## config.mk

```make
export PLATFORM = sky130hd
export DESIGN_NAME = buffer_write_arbiter
export DESIGN_NICKNAME = d
export VERILOG_FILES = /design/src/rtl/router_buf_pkg.sv /design/src/rtl/rr_picker.sv /design/src/rtl/buffer_write_arbiter.sv
export SDC_FILE = /design/constraint.sdc
export NUM_CORES = 1
export LEC_CHECK = 0
export ABC_CLOCK_PERIOD_IN_PS = 2140
export BUFFER_PORTS_ARGS = -buffer_cell sky130_fd_sc_hd__buf_2
export CAP_MARGIN = 20
export CORE_AREA = 2 2 132 134
export CTS_CLUSTER_SIZE = 25
export DETAILED_ROUTE_END_ITERATION = 8
export DIE_AREA = 0 0 134 136
export GPL_ROUTABILITY_DRIVEN = 1
export PLACE_DENSITY = 0.6
export SLEW_MARGIN = 20
export SYNTH_ARGS = -nofsm -noshare
export SYNTH_HDL_FRONTEND = slang
export SYNTH_SLANG_ARGS = --single-unit
```

## constraint.sdc

```tcl
create_clock -name clk -period 2.14 [get_ports clk]
set_input_delay 0.214 -clock clk [delete_from_list [all_inputs] [get_ports clk]]
set_output_delay 0.214 -clock clk [all_outputs]
set_load 0.03 [all_outputs]
```

## src/rtl/router_buf_pkg.sv

```systemverilog
// Shared types and constants for the router input buffer and its write-side arbiter.
// Latency: none (declarations only).
// Backpressure: not applicable.
package router_buf_pkg;

    typedef enum logic [0:0] {
        IDLE   = 1'b0,
        LOCKED = 1'b1
    } arb_state_t;

    // Flit width used by the shared buffer and its arbiters.
    localparam int BUF_FLIT_W = 64;

    // Index width for n requesters; never narrower than one bit.
    function automatic int req_idx_w(input int n);
        return (n > 1) ? $clog2(n) : 1;
    endfunction

endpackage

```

## src/rtl/rr_picker.sv

```systemverilog
// Round-robin picker: first asserted request at or cyclically above ptr.
// Latency: combinational.
// Backpressure: none; the caller decides whether the pick is accepted.
module rr_picker #(
    parameter int NUM_REQ = 4,
    parameter int IDX_W   = 2
) (
    input  logic [NUM_REQ-1:0] req,
    input  logic [IDX_W-1:0]   ptr,
    output logic [IDX_W-1:0]   pick,
    output logic               any
);

    logic [IDX_W:0] idx;

    // Scan offsets from farthest to nearest so the nearest hit is written last and wins.
    always_comb begin
        pick = '0;
        any  = 1'b0;
        idx  = '0;
        for (int off = NUM_REQ - 1; off >= 0; off--) begin
            idx = {1'b0, ptr} + (IDX_W + 1)'(off);
            if (idx >= (IDX_W + 1)'(NUM_REQ)) begin
                idx = idx - (IDX_W + 1)'(NUM_REQ);
            end
            if (req[idx[IDX_W-1:0]]) begin
                pick = idx[IDX_W-1:0];
                any  = 1'b1;
            end
        end
    end

endmodule

```

## src/rtl/buffer_write_arbiter.sv

```systemverilog
// Packet-atomic round-robin arbiter sharing one flit FIFO among NUM_REQ requesters.
// Latency: zero cycles from request to buf_produce; state updates on the clk edge.
// Backpressure: buf_full drops the selected requester's ready; no write while full.
module buffer_write_arbiter
    import router_buf_pkg::*;
#(
    parameter int   NUM_REQ   = 4,
    parameter int   FLIT_W    = BUF_FLIT_W,
    parameter int   STALL_MAX = 255,
    localparam int  IDX_W     = req_idx_w(NUM_REQ)
) (
    input  logic                      clk,
    input  logic                      rst,
    input  logic [NUM_REQ-1:0]        req_valid,
    input  logic [NUM_REQ-1:0]        req_last,
    input  logic [NUM_REQ*FLIT_W-1:0] req_data,
    output logic [NUM_REQ-1:0]        req_ready,
    input  logic                      buf_full,
    output logic [FLIT_W-1:0]         buf_in,
    output logic                      buf_produce,
    output logic [IDX_W-1:0]          grant_id,
    output logic                      grant_valid,
    output logic                      stall_err
);

    localparam int               CNT_W     = $clog2(STALL_MAX + 1);
    localparam logic [IDX_W-1:0] LAST_IDX  = IDX_W'(NUM_REQ - 1);
    // The counter value seen on the final idle cycle before release.
    localparam logic [CNT_W-1:0] CNT_LIMIT = CNT_W'(STALL_MAX - 1);

    arb_state_t       state, state_nxt;
    logic [IDX_W-1:0] rr_ptr, rr_nxt;
    logic [IDX_W-1:0] owner, owner_nxt;
    logic [CNT_W-1:0] stall_cnt, cnt_nxt;
    logic             serr_nxt;
    logic [IDX_W-1:0] cand;
    logic             any_vld;

    function automatic logic [IDX_W-1:0] idx_inc(input logic [IDX_W-1:0] i);
        return (i == LAST_IDX) ? '0 : i + 1'b1;
    endfunction

    rr_picker #(
        .NUM_REQ (NUM_REQ),
        .IDX_W   (IDX_W)
    ) u_picker (
        .req  (req_valid),
        .ptr  (rr_ptr),
        .pick (cand),
        .any  (any_vld)
    );

    // Grant selection: the owner holds the grant while locked, otherwise the round-robin candidate.
    always_comb begin
        grant_valid = (state == LOCKED) | any_vld;
        grant_id    = (state == LOCKED) ? owner : cand;
        req_ready   = '0;
        if (grant_valid) begin
            req_ready[grant_id] = ~buf_full;
        end
        buf_produce = req_valid[grant_id] & req_ready[grant_id];
    end

    // The granted flit is always presented; buf_produce alone qualifies it.
    assign buf_in = req_data[int'(grant_id)*FLIT_W +: FLIT_W];

    // Next-state: lock on a non-last flit, release on last flit or watchdog expiry.
    always_comb begin
        state_nxt = state;
        rr_nxt    = rr_ptr;
        owner_nxt = owner;
        cnt_nxt   = stall_cnt;
        serr_nxt  = 1'b0;
        case (state)
            IDLE: begin
                if (buf_produce) begin
                    if (req_last[cand]) begin
                        rr_nxt = idx_inc(cand);
                    end else begin
                        state_nxt = LOCKED;
                        owner_nxt = cand;
                        cnt_nxt   = '0;
                    end
                end
            end
            LOCKED: begin
                if (buf_produce) begin
                    cnt_nxt = '0;
                    if (req_last[owner]) begin
                        state_nxt = IDLE;
                        rr_nxt    = idx_inc(owner);
                    end
                end else if (!req_valid[owner]) begin
                    // Owner idle: count toward release. Owner valid but blocked by buf_full holds the count.
                    if (stall_cnt >= CNT_LIMIT) begin
                        state_nxt = IDLE;
                        rr_nxt    = idx_inc(owner);
                        cnt_nxt   = '0;
                        serr_nxt  = 1'b1;
                    end else begin
                        cnt_nxt = stall_cnt + 1'b1;
                    end
                end
            end
            default: state_nxt = IDLE;
        endcase
    end

    // State, pointer, counter and registered stall pulse.
    always_ff @(posedge clk) begin
        if (rst) begin
            state     <= IDLE;
            rr_ptr    <= '0;
            owner     <= '0;
            stall_cnt <= '0;
            stall_err <= 1'b0;
        end else begin
            state     <= state_nxt;
            rr_ptr    <= rr_nxt;
            owner     <= owner_nxt;
            stall_cnt <= cnt_nxt;
            stall_err <= serr_nxt;
        end
    end

endmodule

```

==> impl_metrics.yaml, run 1 <==
global_routing:
  antenna_found_initial: 4
  busiest_layer: "met2"
  track_usage: 0.182
  grtUsageMet1: 0.212
  overflow: 0
  grt_pass1_vias: 5393
  grtUsageMet3: 0.0298
  grt_pass1_wl_um: 27000
  grt_util_met2: 0.340
  grt_max_degree: 22
cts:
  cts.sinks: 14
  clkLatencyLatePin_ns: 0.25
  cts_tree: "yes"
  cts_buffer_depth: 2
  cts-root-buf: "clkbuf_16"
  clk_pin_slew_ns: 0.05
  cts_buffers: 3
  cts_hold_buf: 0
  htree_levels: 1
routing:
  route.detailed.drc: 0
  dr.pass1.iters: 4
  wire_per_inst_um: 16.5
  ant_nets: 0
  drtIter0Drc: 148
  viasPerCell: 4.82
  vias: 5510
  wl_um: 18800
worst_setup_path:
  end_kind: "primary output"
  required_ns: 1.93
  cp_cell_sequence: "mux2i_4, o22a_1, nand2_2, o21a_4, buf_6, bufbuf_16, a211oi_4, a31oi_4, buf_6"
  crit_arrival_ns: 2.29
  cp_max_fo: 10
  cp-start-kind: "register"
  path_class: "reg2out"
  worst_path_most_repeated_cell: "buf_6"
  slowest_delay_ns: 0.39
  critPathSlowestCell: "dfxtp_4"
sta:
  worst_slack_ns: -0.364
  setup_violations: 82
  hold_viol: 0
  slew_headroom: 0.704
  fin_skew_ns: 0.00285
  rsz0062_at_grt: "yes"
  slew_viol_final: 0
  period_share: 1.17
  post-route-min-period_ns: 2.50
  fin_setup_tns_ns: -22.69
  tightest_slew_ns: 0.433
  whs_ns: 0.237
  fmax_mhz: 399
power:
  finalPower_mw: 6.32
  vdd_ir_drop_max_uv: 407
  p_leak_nw: 3.70
  power_density_nw_per_um2: 738
placement:
  dpl_cell_area_um2: 6770
  gp_congestion: 0.848
  pre_cts_ws_ns: -0.170
  portBuffers: 339
  dp_cells: 1110
  dp_hpwl_um: 14100
logic_synthesis:
  synthFlopType: "dfxtp_1"
  synth-warning-count: 0
  synth_area_leader_cell: "nand2_1"
  synth_edf_count: 0
  seq_area_frac_synth: 0.0904
  ys_ff_latch: 14
  syn-mean-instance-area_um2: 6.22
  synthDistinctLibCells: 53
  synthTopCellsByArea: "nand2_1 (17%), a211oi_1 (16%), a31oi_1 (13%)"
  syn_area_um2: 3100
  syn_nets: 769
  yosysTopAreaCellShare: 0.168
  async_flop_share: 0
  synth_cells: 499
run_status:
  status: "complete, but fails checks"
  failed_checks: "setup timing"
layout:
  final_cells: 1142
  multi_input_area_um2: 4480
  regArea_um2: 288
  nets: 1185
  area_delta_synth_final_pct: 176
  final_cell_area_um2: 8550
  postLayoutCoreUtil: 0.507
  final.fill_count: 1526
  drive_above_1_share: 0.733
floorplanning:
  fp.dieW_um: 134
  rows: 48
  io_pins: 340
  dieHeight_um: 136
  die_area_um2: 18200
  start_util: 0.184
  coreArea_um2: 16900
run:
  cap_viol_max_count: 0
worst_hold_path:
  hold_path.class: "in2reg"
[report_power, final]
part	leakage [nW]	internal (mW)	total [mW]	switching [mW]
clock	0.0442	0.284	0.407	0.123
sequential	0.115	0.275	0.298	0.0234
combinational	3.54	2.66	5.61	2.95
[worst paths after layout]
| kind | end | depth (start not counted) | slack, ns | startpoint |
|---|---|---|---|---|
| hold / removal | owner[1]$_SDFFE_PP0P_ | 2 | 0.24 | rst |
| setup / recovery | buf_in[36] | 9 | -0.36 | rr_ptr[1]$_SDFFE_PP0P_ |
| setup reg to reg | stall_cnt[3]$_SDFFE_PP0P_ | 13 | -0.28 | rr_ptr[1]$_SDFFE_PP0P_ |
| hold reg to reg | stall_cnt[7]$_SDFFE_PP0P_ | 2 | 0.50 | stall_cnt[7]$_SDFFE_PP0P_ |
[synth_stat cells (3+ instances only)]
cell,instances
nor2b_1,3
ha_1,3
dfxtp_1,14
a211o_1,6
a21oi_1,5
buf_4,7
buf_2,6
a41o_1,3
o21ai_0,4
inv_1,6
buf_1,4
and3_1,5
a31oi_1,65
nor2_1,4
nand3_1,5
and3b_1,3
a211oi_1,67
clkbuf_1,32
nand2_1,139
mux2i_1,4
or3_1,3
nor3_1,7
and2_0,28
and2_1,36
[logic make-up after synthesis]
group / share of synthesized area
simple gates: 0.385
mux: 0.0274
flops: 0.0904
fa+ha+maj: 0.0121
buf+inv: 0.0787
xor+xnor: 0.00282
compound gates: 0.404
[area by class of cell]
class | count | share of cell area
repair buffers | 460 | 0.394
flip-flops and latches | 14 | 0.0336
multi-input cells | 429 | 0.524
inverters | 7 | 0.00453
clock buffers | 4 | 0.0104
diodes | 3 | 0.000878
well taps | 225 | 0.0329
[layout by cell type (no fill, tap or decap), drive strengths merged, types with 2 or more instances in the layout]
cell	n
buf	457
nand2	139
a211oi	69
a31oi	65
and2	64
dfxtp	14
nor3	7
a211o	6
inv	6
clkbuf	6
nand3	5
nor2	5
a21oi	5
and3	5
mux2i	4
o31ai	4
o21ai	4
diode	3
or3	3
a41o	3
ha	3
nor2b	3
nor4	3
and3b	3
nand2b	2
a21o	2
o22ai	2
o211ai	2
mux4	2
nor3b	2
o211a	2
or4	2
[per-layer routing]
layer / up-vias / share of wire
met2: 235 / 0.53
met5: - / 0.00043
met1: 2587 / 0.38
met4: 2 / 0.025
li1: 2652 / -
met3: 34 / 0.063
[worst max-delay path: cells and delay by family, from the launching register on]
family / cells / cell delay (ns)
AO/OA/AOI/OAI: 4 / 0.73
buffers and inverters: 3 / 0.59
flip-flops: 1 / 0.39
multiplexers: 1 / 0.24
AND/OR/NAND/NOR: 1 / 0.08
[registers in the layout, indices dropped and copies added (netlist names)]
signal / count
owner: 2
rr_ptr: 2
stall_cnt: 8
stall_err: 1
state: 1
[repair_timing]
item                                   CTS  global route
setup buffers                           15             7
cloned                                   6             0
gates resized for setup                268            96
setup endpoints to repair               80            84
pin swaps                               28            39
endpoints found under the hold margin    0             0
No activity file was read; power rests on OpenSTA's default activity.
==> run 2: changes to the inputs <==
--- a/config.mk
+++ b/config.mk
@@ -14,6 +14,7 @@
 export DIE_AREA = 0 0 134 136
 export GPL_ROUTABILITY_DRIVEN = 1
 export PLACE_DENSITY = 0.6
+export SKIP_CTS_REPAIR_TIMING = 1
 export SLEW_MARGIN = 20
 export SYNTH_ARGS = -nofsm -noshare
 export SYNTH_HDL_FRONTEND = slang
==> run 2 against run 1 <==
Compared with the run above: the flow still finishes with violations (setup timing); cell area fell by 8.0%; die area unchanged; utilization shrank 4.0 points; global-route usage is 2.0 points lower; critical path type unchanged; highest routed layer unchanged.
==> impl_metrics.yaml, run 2 (synthesis results as in run 1) <==
run_status:
  status: "complete, but fails checks"
  failed_checks: "setup timing"
layout:
  largest_register_ffs: 8
  nets: 1176
  final.fill_count: 1649
  layout_common_cells: "buf_2 (271), nand2_1 (137), buf_4 (99)"
  postLayoutCoreUtil: 0.466
  area_delta_synth_final_pct: 154
  multi_input_area_um2: 4120
  layout_commonest_cell: "buf_2"
  regArea_um2: 288
  regMostFlops: "stall_cnt"
  drive_above_1_share: 0.693
  largestRegisters: "stall_cnt: 8 flops, owner: 2 flops, rr_ptr: 2 flops"
  final_cell_area_um2: 7870
worst_setup_path:
  critPathLaunch: "rr_ptr[1]$_SDFFE_PP0P_"
  cp_cell_sequence: "mux2i_4, o22a_1, nand2_2, o21a_4, inv_8, buf_12, and2_1, a211oi_2, buf_4, a31oi_4, buf_6"
  crit_family: "compound AO/OA/AOI/OAI gates"
  cp_max_fo: 15
  end_kind: "primary output"
  required_ns: 1.93
  cp-start-kind: "register"
  cp_num_buf_inv: 4
  path_class: "reg2out"
  slowest_delay_ns: 0.37
  crit_arrival_ns: 2.27
  critPathSlowestCell: "dfxtp_4"
  reg2reg_from: "rr_ptr[1]$_SDFFE_PP0P_"
routing:
  dr.pass1.iters: 4
  viasPerCell: 4.75
  vias: 5376
  wire_per_inst_um: 15.7
  wl_um: 17800
  drtIter0Drc: 195
  ant_nets: 0
  route.detailed.drc: 0
cts:
  cts_buffers: 3
  cts-root-buf: "clkbuf_16"
  cts.sinks: 14
  cts_buffer_depth: 2
  clk_pin_slew_ns: 0.05
  clkLatencyLatePin_ns: 0.25
  cts_tree: "yes"
  htree_levels: 1
placement:
  dpl_cell_area_um2: 6770
  dp_hpwl_um: 14100
  portBuffers: 339
  gp_congestion: 0.848
sta:
  period_share: 1.16
  fmax_mhz: 402
  slew_headroom: 0.715
  slew_viol_final: 0
  post-route-min-period_ns: 2.49
  worst_slack_ns: -0.348
  tightest_slew_ns: 0.417
  fin_skew_ns: 0.00290
  rsz0062_at_grt: "yes"
  hold_viol: 0
  whs_ns: 0.250
  setup_violations: 79
  fin_setup_tns_ns: -19.73
floorplanning:
  coreArea_um2: 16900
  die_area_um2: 18200
  rows: 48
  start_util: 0.184
  fp.dieW_um: 134
  dieHeight_um: 136
  io_pins: 340
power:
  power_density_nw_per_um2: 722
  p_leak_nw: 3.45
  vdd_ir_drop_max_uv: 403
run:
  cap_viol_max_count: 0
global_routing:
  antenna_found_initial: 3
  grt_pass1_vias: 4836
  grt_pass1_wl_um: 24300
  grt_max_degree: 31
  track_usage: 0.162
  overflow: 0
worst_hold_path:
  hold_start: "rst"
  hold_path.class: "in2reg"
-- run 2: cell types whose count changed in the layout (fill, tap and decap cells not counted), moves of 17 or more --
cell / previous run / this run
a211oi_2: 22 / 47
clkbuf_4: 2 / 29
buf_6: 71 / 36
and2_4: 33 / 9
and2_0: 3 / 20
a211oi_4: 44 / 17
-- run 2: path summary, 6_finish.rpt --
kind              slack [ns]                        end  cells past startpoint
hold reg to reg         0.50      owner[0]$_SDFFE_PP0P_                      2
setup reg to reg       -0.17  stall_cnt[3]$_SDFFE_PP0P_                     11
hold / removal          0.25      owner[0]$_SDFFE_PP0P_                      2
setup / recovery       -0.35                 buf_in[48]                     11
-- run 2: worst reg2reg max path: cells and delay by family, from the launching register on --
family                 cells  cell delay (ns)
AOI/OAI and AO/OA          4             0.91
buffers and inverters      4             0.63
DFF                        1             0.37
and+or+nand+nor            3             0.29
-- run 2: final cells by class --
| cell class | count | share of cell area |
|---|---|---|
| Multi-Input combinational cell | 429 | 0.524 |
| Timing Repair Buffer | 451 | 0.388 |
| Sequential cell | 14 | 0.0366 |
| Tap cell | 225 | 0.0358 |
| Clock buffer | 4 | 0.0113 |
| Inverter | 7 | 0.00429 |
| Antenna cell | 2 | 0.000636 |
-- run 2: layer usage --
metal / vias to the layer above / GRT usage / share of wire
met3: 22 / 0.0291 / 0.066
met1: 2510 / 0.197 / 0.39
met2: 192 / 0.297 / 0.53
met4: 2 / 0.0355 / 0.016
li1: 2650 / - / -
met5: - / 0 / 0.00073
-- run 2: power breakdown --
part / switching (mW) / internal, mW / total [mW]
sequential: 0.0201 / 0.275 / 0.295
clock: 0.120 / 0.284 / 0.404
combinational: 2.72 / 2.26 / 4.98
total: 2.86 / 2.82 / 5.68
-- run 2: stage by stage --
step	setup WS, ns	cells	total power, mW
3_3_place_gp	-0.130	1110	4.42
5_1_grt	-0.474	1132	5.98
2_1_floorplan	-0.0466	499	3.08
3_5_place_dp	-0.170	1110	4.43
6_report	-0.348	1132	5.68
4_1_cts	-0.451	1114	4.85
